**config.mk**
```make
export PLATFORM = sky130hd
export DESIGN_NAME = multicycle_control_unit
export DESIGN_NICKNAME = d
export VERILOG_FILES = /design/src/rtl/multicycle_control_unit.sv
export SDC_FILE = /design/constraint.sdc
export NUM_CORES = 1
export LEC_CHECK = 0
export CORE_AREA = 8 8 59 61
export DETAILED_ROUTE_END_ITERATION = 16
export DIE_AREA = 0 0 67 69
export PLACE_DENSITY_LB_ADDON = 0.25
export SYNTH_ARGS = -nofsm -noshare
export SYNTH_HDL_FRONTEND = slang
export SYNTH_SLANG_ARGS = --single-unit
```
**constraint.sdc**
```tcl
create_clock -name clk -period 3.6 [get_ports clk]
set_clock_uncertainty 0.1 [all_clocks]
set_input_delay 0.54 -clock clk [delete_from_list [all_inputs] [get_ports clk]]
set_output_delay 0.54 -clock clk [all_outputs]
set_load 0.1 [all_outputs]
```
**src/rtl/multicycle_control_unit.sv**
```systemverilog
// multicycle_control_unit: multi-cycle MIPS control FSM with memory-ready stall and timeout; MCU_TRAP_EN enables the TRAP state for illegal opcode/funct
module multicycle_control_unit #(
  parameter int ALU_OP_W    = 4,
  parameter int TIMEOUT_CYC = 15,
  parameter int CNT_W       = 4
) (
  input  logic                clk,
  input  logic                rst,
  input  logic [5:0]          opcode,
  input  logic [5:0]          funct,
  input  logic                zero,
  input  logic                mem_ready,
  output logic                pc_write,
  output logic                ir_write,
  output logic                i_or_d,
  output logic                mem_read,
  output logic                mem_write,
  output logic                reg_write,
  output logic                reg_dst,
  output logic                mem_to_reg,
  output logic                alu_src_a,
  output logic [1:0]          alu_src_b,
  output logic [ALU_OP_W-1:0] alu_op,
  output logic [1:0]          pc_src,
  output logic [2:0]          state,
  output logic                mem_timeout
);
  typedef enum logic [2:0] {FETCH = 3'd0, DECODE = 3'd1, EXEC = 3'd2, MEM = 3'd3, WB = 3'd4, TRAP = 3'd5} st_t;
`ifdef MCU_TRAP_EN
  localparam st_t BAD = TRAP;
`else
  localparam st_t BAD = FETCH;
`endif
  st_t cur, nxt;
  logic [CNT_W-1:0] cnt;
  logic [3:0] a4;
  logic is_r, is_lw, is_sw, is_beq, is_j, is_ori, is_lui, op_ok, fn_ok, mem_st, expired, stall;
  assign is_r    = opcode == 6'b000000;
  assign is_lw   = opcode == 6'b100011;
  assign is_sw   = opcode == 6'b101011;
  assign is_beq  = opcode == 6'b000100;
  assign is_j    = opcode == 6'b000010;
  assign is_ori  = opcode == 6'b001101;
  assign is_lui  = opcode == 6'b001111;
  assign op_ok   = is_r | is_lw | is_sw | is_beq | is_j | is_ori | is_lui;
  assign fn_ok   = funct == 6'b100000 || funct == 6'b100010 || funct == 6'b100100 ||
                   funct == 6'b100101 || funct == 6'b101010;
  assign mem_st  = cur == FETCH || cur == MEM;
  assign expired = mem_st && cnt == CNT_W'(TIMEOUT_CYC);
  assign stall   = mem_st && !mem_ready && !expired;
  assign state   = rst ? 3'd0 : cur;
  always_ff @(posedge clk) begin
    if (rst) begin
      cur <= FETCH;
      cnt <= '0;
    end else begin
      cur <= nxt;
      cnt <= stall ? cnt + CNT_W'(1) : '0;
    end
  end
  // Outputs are forced low while rst is high so the reset cycle is quiet
  always_comb begin
    nxt = cur;
    a4 = 4'b0000;
    pc_write = 1'b0;
    ir_write = 1'b0;
    i_or_d = 1'b0;
    mem_read = 1'b0;
    mem_write = 1'b0;
    reg_write = 1'b0;
    reg_dst = 1'b0;
    mem_to_reg = 1'b0;
    alu_src_a = 1'b0;
    alu_src_b = 2'b00;
    pc_src = 2'b00;
    mem_timeout = !rst && expired;
    if (!rst) begin
      case (cur)
        FETCH: begin
          alu_src_b = 2'b01;
          mem_read = !expired;
          if (expired) nxt = FETCH;
          else if (mem_ready) begin
            ir_write = 1'b1;
            pc_write = 1'b1;
            nxt = DECODE;
          end
        end
        DECODE: begin
          alu_src_b = 2'b11;
          if (is_j) begin
            pc_write = 1'b1;
            pc_src = 2'b10;
            nxt = FETCH;
          end else nxt = op_ok ? EXEC : BAD;
        end
        EXEC: begin
          alu_src_a = 1'b1;
          if (is_r) begin
            a4 = funct == 6'b100010 ? 4'b0001 : funct == 6'b100100 ? 4'b0010 :
                 funct == 6'b100101 ? 4'b0011 : funct == 6'b101010 ? 4'b0100 : 4'b0000;
            nxt = fn_ok ? WB : funct == 6'b000000 ? FETCH : BAD;
          end else if (is_lw || is_sw) begin
            alu_src_b = 2'b10;
            nxt = MEM;
          end else if (is_ori || is_lui) begin
            alu_src_b = 2'b10;
            a4 = is_ori ? 4'b1001 : 4'b1010;
            nxt = WB;
          end else begin
            a4 = 4'b0001;
            pc_write = zero;
            pc_src = 2'b01;
            nxt = FETCH;
          end
        end
        MEM: begin
          i_or_d = 1'b1;
          mem_read = is_lw && !expired;
          mem_write = !is_lw && !expired;
          if (expired) nxt = FETCH;
          else if (mem_ready) nxt = is_lw ? WB : FETCH;
        end
        WB: begin
          reg_write = 1'b1;
          mem_to_reg = is_lw;
          reg_dst = is_r;
          nxt = FETCH;
        end
        default: nxt = cur == TRAP ? TRAP : FETCH;
      endcase
    end
    alu_op = ALU_OP_W'(a4);
  end
endmodule

```
; ---- Yosys cells after proc, flatten, opt, wreduce, memory -nomap -nowiden
; Index checks and enable logic that the tools add are counted.
[totals]
ff_bits = 7
latchBits = 0
ram_bits = 0
romBits = 0
input_bits = 16
out_inout_bits = 21
memories = 0
[classes]
n_addsub = 1
mul = 0
div = 0
order_cmp = 0
n_eq_ne = 19
shift = 0
n_mux = 59
bitwise = 7
n_reduce_logical = 21
[ops]
columns = operator, n
row1 = two-way mux 3 bit, 15
row2 = == test 6 bit (second input constant), 7
row3 = two-way mux 1 bit, 25
row4 = two-way mux 4 bit, 5
row5 = two-way mux 2 bit, 9
row6 = case mux 3 bit (5 select lines), 1
row7 = == test 6 x 4 -> 1 bit (second input constant), 2
row8 = logical OR 1 bit, 7
row9 = == test 3 x 2 -> 1 bit (second input constant), 2
row10 = == test 3 bit (second input constant), 2
row11 = == test 6 x 2 -> 1 bit (second input constant), 1
row12 = == test 6 x 3 -> 1 bit (second input constant), 1
row13 = logical AND 1 bit, 6
row14 = logical NOT 6 bit, 1
row15 = inequality test 3 bit (second input constant), 2
row16 = OR 1 bit, 6
row17 = case mux 2 bit (3 select lines), 1
row18 = adder 4 x 1 -> 4 bit (second input constant), 1
row19 = == test 4 bit (second input constant), 1
row20 = logical NOT 1 bit, 4
row21 = case mux 2 bit (2 select lines), 1
row22 = == test 3 x 1 -> 1 bit (second input constant), 1
row23 = logical NOT 3 bit, 1
row24 = case mux 1 bit (3 select lines), 1
row25 = 4 further kinds, 4

; ---- Logic depth before layout (Yosys ltp)
; Gate-level depths: netlist (run 1).
[logic_depth]
ltp_word = 10
mapped_depth = 7
mapped_depth_nobuf = 6

; ---- Worst setup path after synthesis (run 1)
; Ideal clock, no wire load.
[synth_timing]
path_kind = input port to output port
from = in funct[1]
to = out alu_op[0]
t_arrival_ns = 5.694
required_time_ns = 2.960
path_slack_ns = -2.734
cell_stages = 4
path_buffers = 0
cell_sequence = and3b_1 > a21oi_1 > o31a_1 > a2111oi_0
[synth_via]
elab_chain_cells = 7
elab_cells_between_ends = 9
cone_classes = eq/ne (3) / mux (6)
[synth_lines]
columns = element, line
row1 = start: declaration, 10  ; input logic [5:0] funct,
row2 = == test 6 bit, 101  ; funct == 6'b100101 ? 4'b0011 : funct == 6'b101010 ? 4'b0100 : 4'b0000;
row3 = two-way mux 3 bit, 101
row4 = two-way mux 3 bit, 100  ; a4 = funct == 6'b100010 ? 4'b0001 : funct == 6'b100100 ? 4'b0010 :
row5 = two-way mux 3 bit (*), 100
row6 = two-way mux 4 bit (*), 99  ; if (is_r) begin
row7 = two-way mux 4 bit (*), 78  ; case (cur)
row8 = two-way mux 4 bit (*), 77  ; if (!rst) begin
row9 = end: declaration, 23  ; output logic [ALU_OP_W-1:0] alu_op,
; Every way passes the cells marked *; elsewhere a longest branch is shown, timed or not.

; ---- Final worst setup path (run 1)
[layout_timing]
from = in opcode[2]
to = out pc_write
[layout_via]
elab_chain_cells = 7
elab_cells_between_ends = 14
cone_classes = eq/ne (5) / mux (6) / reduce/logical (3)
[layout_lines]
columns = element, line
row1 = start: declaration, 9  ; input logic [5:0] opcode,
row2 = == test 6 x 4 -> 1 bit (on tied branches), "43, 44"
row3 = logical OR 1 bit, 106  ; end else if (is_ori || is_lui) begin
row4 = two-way mux 1 bit, 106
row5 = two-way mux 1 bit, 103  ; end else if (is_lw || is_sw) begin
row6 = two-way mux 1 bit, 99
row7 = case mux 1 bit (3 select lines) (*), 78
row8 = two-way mux 1 bit (*), 77
row9 = end: declaration, 13  ; output logic pc_write,
; Marked as above.

==> tab_implementation.tex, run 1 <==
\begin{tabular}{lr}
\hline
Metric & Value \\
\hline
\multicolumn{2}{l}{\textbf{Die}} \\
\quad Overall die height & 69 um \\
\quad Core Rows & 19 \\
\quad Area of the die & 4620 um\^{}2 \\
\quad I/O pin cnt & 37 \\
\quad Core area & 2620 um\^{}2 \\
\quad Horizontal die dimension & 67 um \\
\quad Starting density of the core & 26.7\% \\
\multicolumn{2}{l}{\textbf{Timing}} \\
\quad Final Setup Violations & 0 \\
\quad Fin Setup TNS & 0 ns \\
\quad Max Slew Vio Count & 0 \\
\quad Top achievable clock speed & 316 MHz \\
\quad Slew at the pin closest to its max-slew limit & 0.459 ns \\
\quad Final worst hold slack & 0.349 ns \\
\quad Final Hold Vio Count & 0 \\
\quad Final worst setup slack & 0.431 ns \\
\quad Final worst-path cycle share & 88.0\% \\
\quad Final worst path period need & 3.17 ns \\
\quad Unrepaired setup endpoints after global routing & false \\
\quad Tightest slew margin relative to the limit & 69.1\% \\
\multicolumn{2}{l}{\textbf{GRT}} \\
\quad Largest net degree at the start of global routing & 12 \\
\quad Global-route wire length before repair & 4000 um \\
\quad Antenna violations before repair & 0 \\
\quad All-layer global routing usage & 10.4\% \\
\quad Residual overflow from global routing & 0 \\
\quad Vias in the first global route & 890 \\
\multicolumn{2}{l}{\textbf{Drt}} \\
\quad Routed via count & 900 \\
\quad DR DRC count & 0 \\
\quad Antenna viol nets, final & 0 \\
\quad Avg Vias per Cell & 5.17 \\
\quad Total routed wirelength & 2460 um \\
\quad Average routed wire per standard cell & 14.1 um \\
\quad First-pass iteration count of the detailed router & 4 \\
\quad Number of DRC markers in iteration 0 & 77 \\
\multicolumn{2}{l}{\textbf{Layout}} \\
\quad Post-Layout Cell Count & 174 \\
\quad Final design utilization & 49.4\% \\
\quad Total non-filler cell area in the finished layout & 1290 um\^{}2 \\
\quad Fraction of final layout cells sized beyond drive strength 1 & 29.4\% \\
\quad Final net count & 161 \\
\quad Number of fill cells in the layout & 265 \\
\quad Growth of design area from synthesis to finish & 84.6\% \\
\quad Antenna diodes & 0 \\
\multicolumn{2}{l}{\textbf{Setup path}} \\
\quad Worst path max stage delay & 0.54 ns \\
\quad Cell class contributing the biggest share of worst-path delay & buffers and inverters \\
\quad Worst endpoint required time & 2.96 ns \\
\quad Crit path launch type & input port \\
\quad Critical R2R Launch & cnt[0] \\
\quad Setup CP Type & input port to output pin \\
\quad Worst-path cell with the longest stage delay & or4\_4 \\
\quad Launch point of the critical path & opcode[2] \\
\quad Top fanout value on the critical path & 6 \\
\quad Crit end category & output pin \\
\quad Worst path bufs/invs & 3 \\
\quad Critical Path AT & 2.53 ns \\
\quad Chain of cells forming the critical path & clkdlybuf4s50\_1 > or4\_4 > o31ai\_1 > buf\_4 > a31oi\_4 > a32o\_2 > buf\_12 \\
\multicolumn{2}{l}{\textbf{CTS}} \\
\quad Longest Clk Path Bufs & 2 \\
\quad CTS sink count & 7 \\
\quad Gates resized, CTS repair & 0 \\
\quad Clock buffer count from CTS & 3 \\
\quad \# H-tree levels & 1 \\
\quad TritonCTS clock tree & yes \\
\quad Number of setup buffers added after CTS & 0 \\
\quad CTS Root Buffer Type & clkbuf\_4 \\
\quad Clock slew at the register clock pins of the worst setup and hold paths & 0.05 ns \\
\quad Later-pin clock latency in the skew report & 0.25 ns \\
\quad Number of buffers added to fix hold violations after cts & 0 \\
\multicolumn{2}{l}{\textbf{Synthesis}} \\
\quad Synthesis-stage register bit count & 7 \\
\quad Average footprint of a synthesized cell & 6.79 um\^{}2 \\
\quad Synth top cells by count & nor2\_1, dfxtp\_1, nor3\_1 \\
\quad Number of synthesized flops with an enable pin & 0 \\
\quad Netlist area before placement & 699 um\^{}2 \\
\quad Yosys warning total & 0 \\
\quad Proportion of synthesized chip area in sequential cells & 20.0\% \\
\quad Post-synth top area cell & dfxtp\_1 \\
\quad Most frequently used cell type in the post-synthesis netlist & nor2\_1 \\
\quad Synthesized netlist net count & 120 \\
\quad Async set-or-reset flop fraction in the synthesized netlist & 0\% \\
\quad Gate count of the mapped netlist & 103 \\
\quad Area share of the largest cell type after synthesis & 20.0\% \\
\quad Synth area leaders & dfxtp\_1, nor2\_1, nor3\_1 \\
\quad Prevailing post-synth register cell & dfxtp\_1 \\
\quad Number of library cell types mapped by synthesis & 36 \\
\multicolumn{2}{l}{\textbf{Power}} \\
\quad Power Density & 193 nW/um\^{}2 \\
\quad Largest voltage drop on the vdd net & 152 uV \\
\quad Static leakage & 0.521 nW \\
\quad Design Power & 0.250 mW \\
\multicolumn{2}{l}{\textbf{Placed design}} \\
\quad Final HPWL DP & 2050 um \\
\quad Post-DP Area & 1260 um\^{}2 \\
\quad Place WS & 0.435 ns \\
\quad Routability congestion estimate & 0.767 \\
\quad Number of buffers inserted by port buffering & 36 \\
\quad Cell count after placement & 170 \\
\multicolumn{2}{l}{\textbf{Run status}} \\
\quad Run status & finished, final reports clean \\
\multicolumn{2}{l}{\textbf{Worst hold path}} \\
\quad Tightest Hold Check Type & flip-flop to flip-flop \\
\quad Launch point of the worst hold path & cnt[0] \\
\multicolumn{2}{l}{\textbf{Flow run}} \\
\quad Maxcap violations & 0 \\
\hline
\end{tabular}
## final cells by class
| class | count | area, um^2 | area share, % |
|---|---|---|---|
| clock buffer | 4 | 26.3 | 2.03 |
| sequential | 7 | 140 | 10.9 |
| timing repair buffer | 41 | 483 | 37.4 |
| multi-input combinational | 85 | 577 | 44.7 |
| tap | 31 | 38.8 | 3.00 |
| inverter | 6 | 26.3 | 2.03 |
## path summary, 6_finish.rpt
| check | endpoint | slack [ns] | depth (start not counted) |
|---|---|---|---|
| setup / recovery | pc_write | 0.43 | 7 |
| hold / removal | cnt[0] | 0.35 | 1 |
| setup reg to reg | cnt[3] | 2.07 | 5 |
| hold reg to reg | cnt[0] | 0.35 | 1 |
## sequential cells by signal (all words and copies together), names as in the netlist
signal and flops:
cnt 4, cur 3
## layout by cell type (no fill, tap or decap), types with 2 or more instances in the layout
cell,count
clkbuf_4,3
buf_12,11
xor2_1,2
nor3_2,2
nor4_2,2
nor2b_1,2
nand2_1,6
o21ai_0,3
nand3_1,5
nand4b_1,2
inv_1,5
clkdlybuf4s50_1,15
o31a_1,2
nor2_1,18
nor3_1,5
dfxtp_1,7
a21oi_1,2
buf_4,15
a31oi_1,2
o32ai_1,2
nand2b_1,4
and3_1,5
## kinds of logic after synthesis
family	share of synthesized area (%)
AOI/OAI and AO/OA	21.5
xor gates and xnor gates	3.76
adders and majority gates	1.79
buffers and inverters	6.26
DFF	20.0
muxes	1.43
and+or+nand+nor	45.3
## per-layer routing
| metal | wire length (um) | global-route usage (%) |
|---|---|---|
| met1 | 1000 | 11.7 |
| met2 | 1220 | 17.8 |
| met3 | 231 | 3.55 |
| met4 | 0 | 2.79 |
| met5 | 0 | 0 |
## power by group
part           switching [mW]  internal (mW)  leakage [nW]  total, mW
clock                  0.0271         0.0422        0.0150     0.0693
combinational          0.0602         0.0379         0.449     0.0981
sequential            0.00282         0.0795        0.0569     0.0823
## worst reg2reg max path: stages (launching register included)
cell and delay (ns):
dfxtp_1 0.32, ha_1 0.23, nand3_1 0.18, nand2_1 0.14
or3_1 0.39, nor2_1 0.11
Power figures use the tool's default switching activity.
==> run 2: changes to the inputs <==
- PLACE_DENSITY: not set -> 0.68
- PLACE_DENSITY_LB_ADDON: 0.25 -> not set
==> run 2 against run 1 <==
Register-to-register slack worse by 0.02 ns. Clock-buffer cell count fell by 1. Setup slack got worse by 0.043 ns. Fmax down 1.4%. First-iteration DRC count increased by 31%. Design area about the same. Critical path depth is 1 lower. Cell count stayed put. Combinational power about the same. Sequential share of layout area about the same. Global-route usage hardly changed. Critical path type unchanged. Sequential power barely moved.
==> tab_implementation.tex, run 2 (synthesized netlist as in run 1, its figures left out) <==
\begin{tabular}{lr}
\hline
Metric & Value \\
\hline
\multicolumn{2}{l}{\textbf{Drt}} \\
\quad Avg Vias per Cell & 5.41 (was 5.17) \\
\quad Antenna viol nets, final & 0 (unchanged) \\
\quad First-pass iteration count of the detailed router & 4 (unchanged) \\
\quad Routed via count & 941 (was 900) \\
\quad Average routed wire per standard cell & 14.6 um (was 14.1 um) \\
\quad Number of DRC markers in iteration 0 & 101 (was 77) \\
\quad Total routed wirelength & 2540 um (was 2460 um) \\
\quad DR DRC count & 0 (unchanged) \\
\multicolumn{2}{l}{\textbf{CTS}} \\
\quad Clock slew at the register clock pins of the worst setup and hold paths & 0.06 ns (was 0.05 ns) \\
\quad Longest Clk Path Bufs & 2 (unchanged) \\
\quad CTS Root Buffer Type & clkbuf\_4 (unchanged) \\
\quad Number of buffers added to fix hold violations after cts & 0 (unchanged) \\
\quad \# H-tree levels & 1 (unchanged) \\
\quad CTS sink count & 7 (unchanged) \\
\quad Gates resized, CTS repair & 0 (unchanged) \\
\quad Later-pin clock latency in the skew report & 0.25 ns (about the same) \\
\quad TritonCTS clock tree & yes (unchanged) \\
\quad Clock buffer count from CTS & 3 (unchanged) \\
\quad Number of setup buffers added after CTS & 0 (unchanged) \\
\multicolumn{2}{l}{\textbf{Timing}} \\
\quad Slew at the pin closest to its max-slew limit & 0.421 ns (was 0.459 ns) \\
\quad Final worst path period need & 3.21 ns (was 3.17 ns) \\
\quad Final Hold Vio Count & 0 (unchanged) \\
\quad Unrepaired setup endpoints after global routing & false (unchanged) \\
\quad Final worst-path cycle share & 89.2\% (was 88.0\%) \\
\quad Final worst hold slack & 0.346 ns (was 0.349 ns) \\
\quad Top achievable clock speed & 311 MHz (was 316 MHz) \\
\quad Max Slew Vio Count & 0 (unchanged) \\
\quad Tightest slew margin relative to the limit & 71.6\% (was 69.1\%) \\
\quad Final Setup Violations & 0 (unchanged) \\
\multicolumn{2}{l}{\textbf{Power}} \\
\quad Design Power & 0.250 mW (about the same) \\
\quad Clk pwr share & 27.9\% (was 27.8\%) \\
\quad Fraction of power spent switching nets & 36.9\% (was 36.1\%) \\
\quad Static leakage & 0.524 nW (was 0.521 nW) \\
\quad Share of total power in sequential cells & 32.9\% (was 33.0\%) \\
\quad Power Density & 194 nW/um\^{}2 (was 193 nW/um\^{}2) \\
\quad Int Power & 0.158 mW (was 0.160 mW) \\
\quad Net switching power of the design & 0.0925 mW (was 0.0901 mW) \\
\quad Largest voltage drop on the vdd net & 158 uV (was 152 uV) \\
\quad Fraction of power consumed by combinational cells & 39.3\% (about the same) \\
\multicolumn{2}{l}{\textbf{Die}} \\
\quad Horizontal die dimension & 67 um (unchanged) \\
\quad Overall die height & 69 um (unchanged) \\
\quad Core Rows & 19 (unchanged) \\
\quad I/O pin cnt & 37 (unchanged) \\
\quad Starting density of the core & 26.7\% (unchanged) \\
\quad Core area & 2620 um\^{}2 (unchanged) \\
\quad Area of the die & 4620 um\^{}2 (unchanged) \\
\multicolumn{2}{l}{\textbf{Placed design}} \\
\quad Number of buffers inserted by port buffering & 36 (unchanged) \\
\quad Routability congestion estimate & 0.744 (was 0.767) \\
\quad Post-DP Area & 1260 um\^{}2 (unchanged) \\
\quad Final HPWL DP & 2120 um (was 2050 um) \\
\multicolumn{2}{l}{\textbf{Layout}} \\
\quad Fraction of final layout cells sized beyond drive strength 1 & 30.1\% (was 29.4\%) \\
\quad Max reg flops & 4 (unchanged) \\
\quad Growth of design area from synthesis to finish & 84.8\% (was 84.6\%) \\
\quad Number of fill cells in the layout & 256 (was 265) \\
\quad Top library cells by usage in the layout, fill and taps aside & nor2\_1, clkdlybuf4s50\_1, buf\_4 (unchanged) \\
\quad Antenna diodes & 0 (unchanged) \\
\quad Commonest non-fill, non-tap cell in the layout & nor2\_1 (unchanged) \\
\quad Regs by FF count & cnt: 4 flops, cur: 3 flops (unchanged) \\
\quad Final net count & 161 (unchanged) \\
\quad Register ranked first by flip-flop count & cnt (unchanged) \\
\quad Total non-filler cell area in the finished layout & 1290 um\^{}2 (about the same) \\
\multicolumn{2}{l}{\textbf{Setup path}} \\
\quad Launch point of the critical path & opcode[2] (unchanged) \\
\quad Critical R2R Launch & cnt[0] (unchanged) \\
\quad Crit path launch type & input port (unchanged) \\
\quad Worst path max stage delay & 0.55 ns (was 0.54 ns) \\
\quad Crit end category & output pin (unchanged) \\
\quad Capturing instance or port of the critical path & alu\_op[1] (was pc\_write) \\
\quad Worst-path cell with the longest stage delay & or4\_4 (unchanged) \\
\quad Chain of cells forming the critical path & clkdlybuf4s50\_1 > or4\_4 > nor4\_1 > a32oi\_1 > nor2\_1 > buf\_12 (was clkdlybuf4s50\_1 > or4\_4 > o31ai\_1 > buf\_4 > a31oi\_4 > a32o\_2 > buf\_12) \\
\quad Worst endpoint required time & 2.96 ns (about the same) \\
\quad Worst Reg-to-Reg Cells & 5 (unchanged) \\
\quad R2R setup slack & 2.05 ns (was 2.07 ns) \\
\quad Top fanout value on the critical path & 6 (unchanged) \\
\quad Critical register-to-register path endpoint & cnt[3] (unchanged) \\
\quad Critical Path AT & 2.57 ns (was 2.53 ns) \\
\quad Setup CP Type & input port to output pin (unchanged) \\
\multicolumn{2}{l}{\textbf{Run status}} \\
\quad Run status & finished, final reports clean (unchanged) \\
\multicolumn{2}{l}{\textbf{GRT}} \\
\quad Residual overflow from global routing & 0 (unchanged) \\
\quad Vias in the first global route & 913 (was 890) \\
\quad Global-route wire length before repair & 4080 um (was 4000 um) \\
\quad All-layer global routing usage & 10.4\% (about the same) \\
\quad Antenna violations before repair & 0 (unchanged) \\
\quad Largest net degree at the start of global routing & 12 (unchanged) \\
\multicolumn{2}{l}{\textbf{Flow run}} \\
\quad Maxcap violations & 0 (unchanged) \\
\multicolumn{2}{l}{\textbf{Worst hold path}} \\
\quad Tightest Hold Check Type & flip-flop to flip-flop (unchanged) \\
\hline
\end{tabular}
-- run 2: final cells by class --
cell class	instances	area [um^2]	area share [%]
multi-input cells	85	577	44.6
repair buffers	41	483	37.4
flip-flops and latches	7	140	10.8
well taps	31	38.8	3.00
inverters	6	26.3	2.03
clock buffers	3	22.5	1.74
clock inverters	1	5.00	0.387
-- run 2: power groups by stage --
stage	Sequential [mW]	Clock (mW)	Combinational, mW
after floorplan	0.0817	0	0.0581
after global placement	0.0837	0	0.0969
after detailed placement	0.0838	0	0.0979
after CTS	0.0821	0.0741	0.0983
after global routing	0.0823	0.0805	0.104
final	0.0822	0.0698	0.0982
-- run 2: worst min-delay path by stage --
| stage | startpoint | end | slack [ns] | cells after the start |
|---|---|---|---|---|
| floorplan | cnt[0] | cnt[0] | 0.32 | 1 |
| global placement | cnt[0] | cnt[0] | 0.33 | 1 |
| detailed placement | cnt[0] | cnt[0] | 0.34 | 1 |
| CTS | cnt[0] | cnt[0] | 0.35 | 1 |
| global route | cnt[0] | cnt[0] | 0.37 | 1 |
| finish | cnt[0] | cnt[0] | 0.35 | 1 |
-- run 2: per-layer routing --
metal	share of wire (%)	routed length [um]	GRT usage, %	vias up
li1	-	-	-	469
met1	40	1030	11.8	441
met2	50	1280	18.0	31
met3	9.4	238	3.07	0
met4	0	0	2.79	0
met5	0	0	0	-
-- run 2: through the flow --
| stage | TNS [ns] | worst slack [ns] | utilization, % | std cells |
|---|---|---|---|---|
| after floorplan | -0.377 | -0.151 | - | 103 |
| after CTS | 0 | 0.431 | 49.4 | 174 |
| after global placement | 0 | 0.458 | 48.4 | 170 |
| after global routing | 0 | 0.244 | 49.4 | 174 |
| after detailed placement | 0 | 0.437 | 48.4 | 170 |
| final | 0 | 0.387 | 49.4 | 174 |
-- run 2: critical path, delay by kind of cell --
kind | cells | cell delay (ns)
compound gates | 1 | 0.16
buf+inv | 2 | 0.71
simple gates | 3 | 1.15
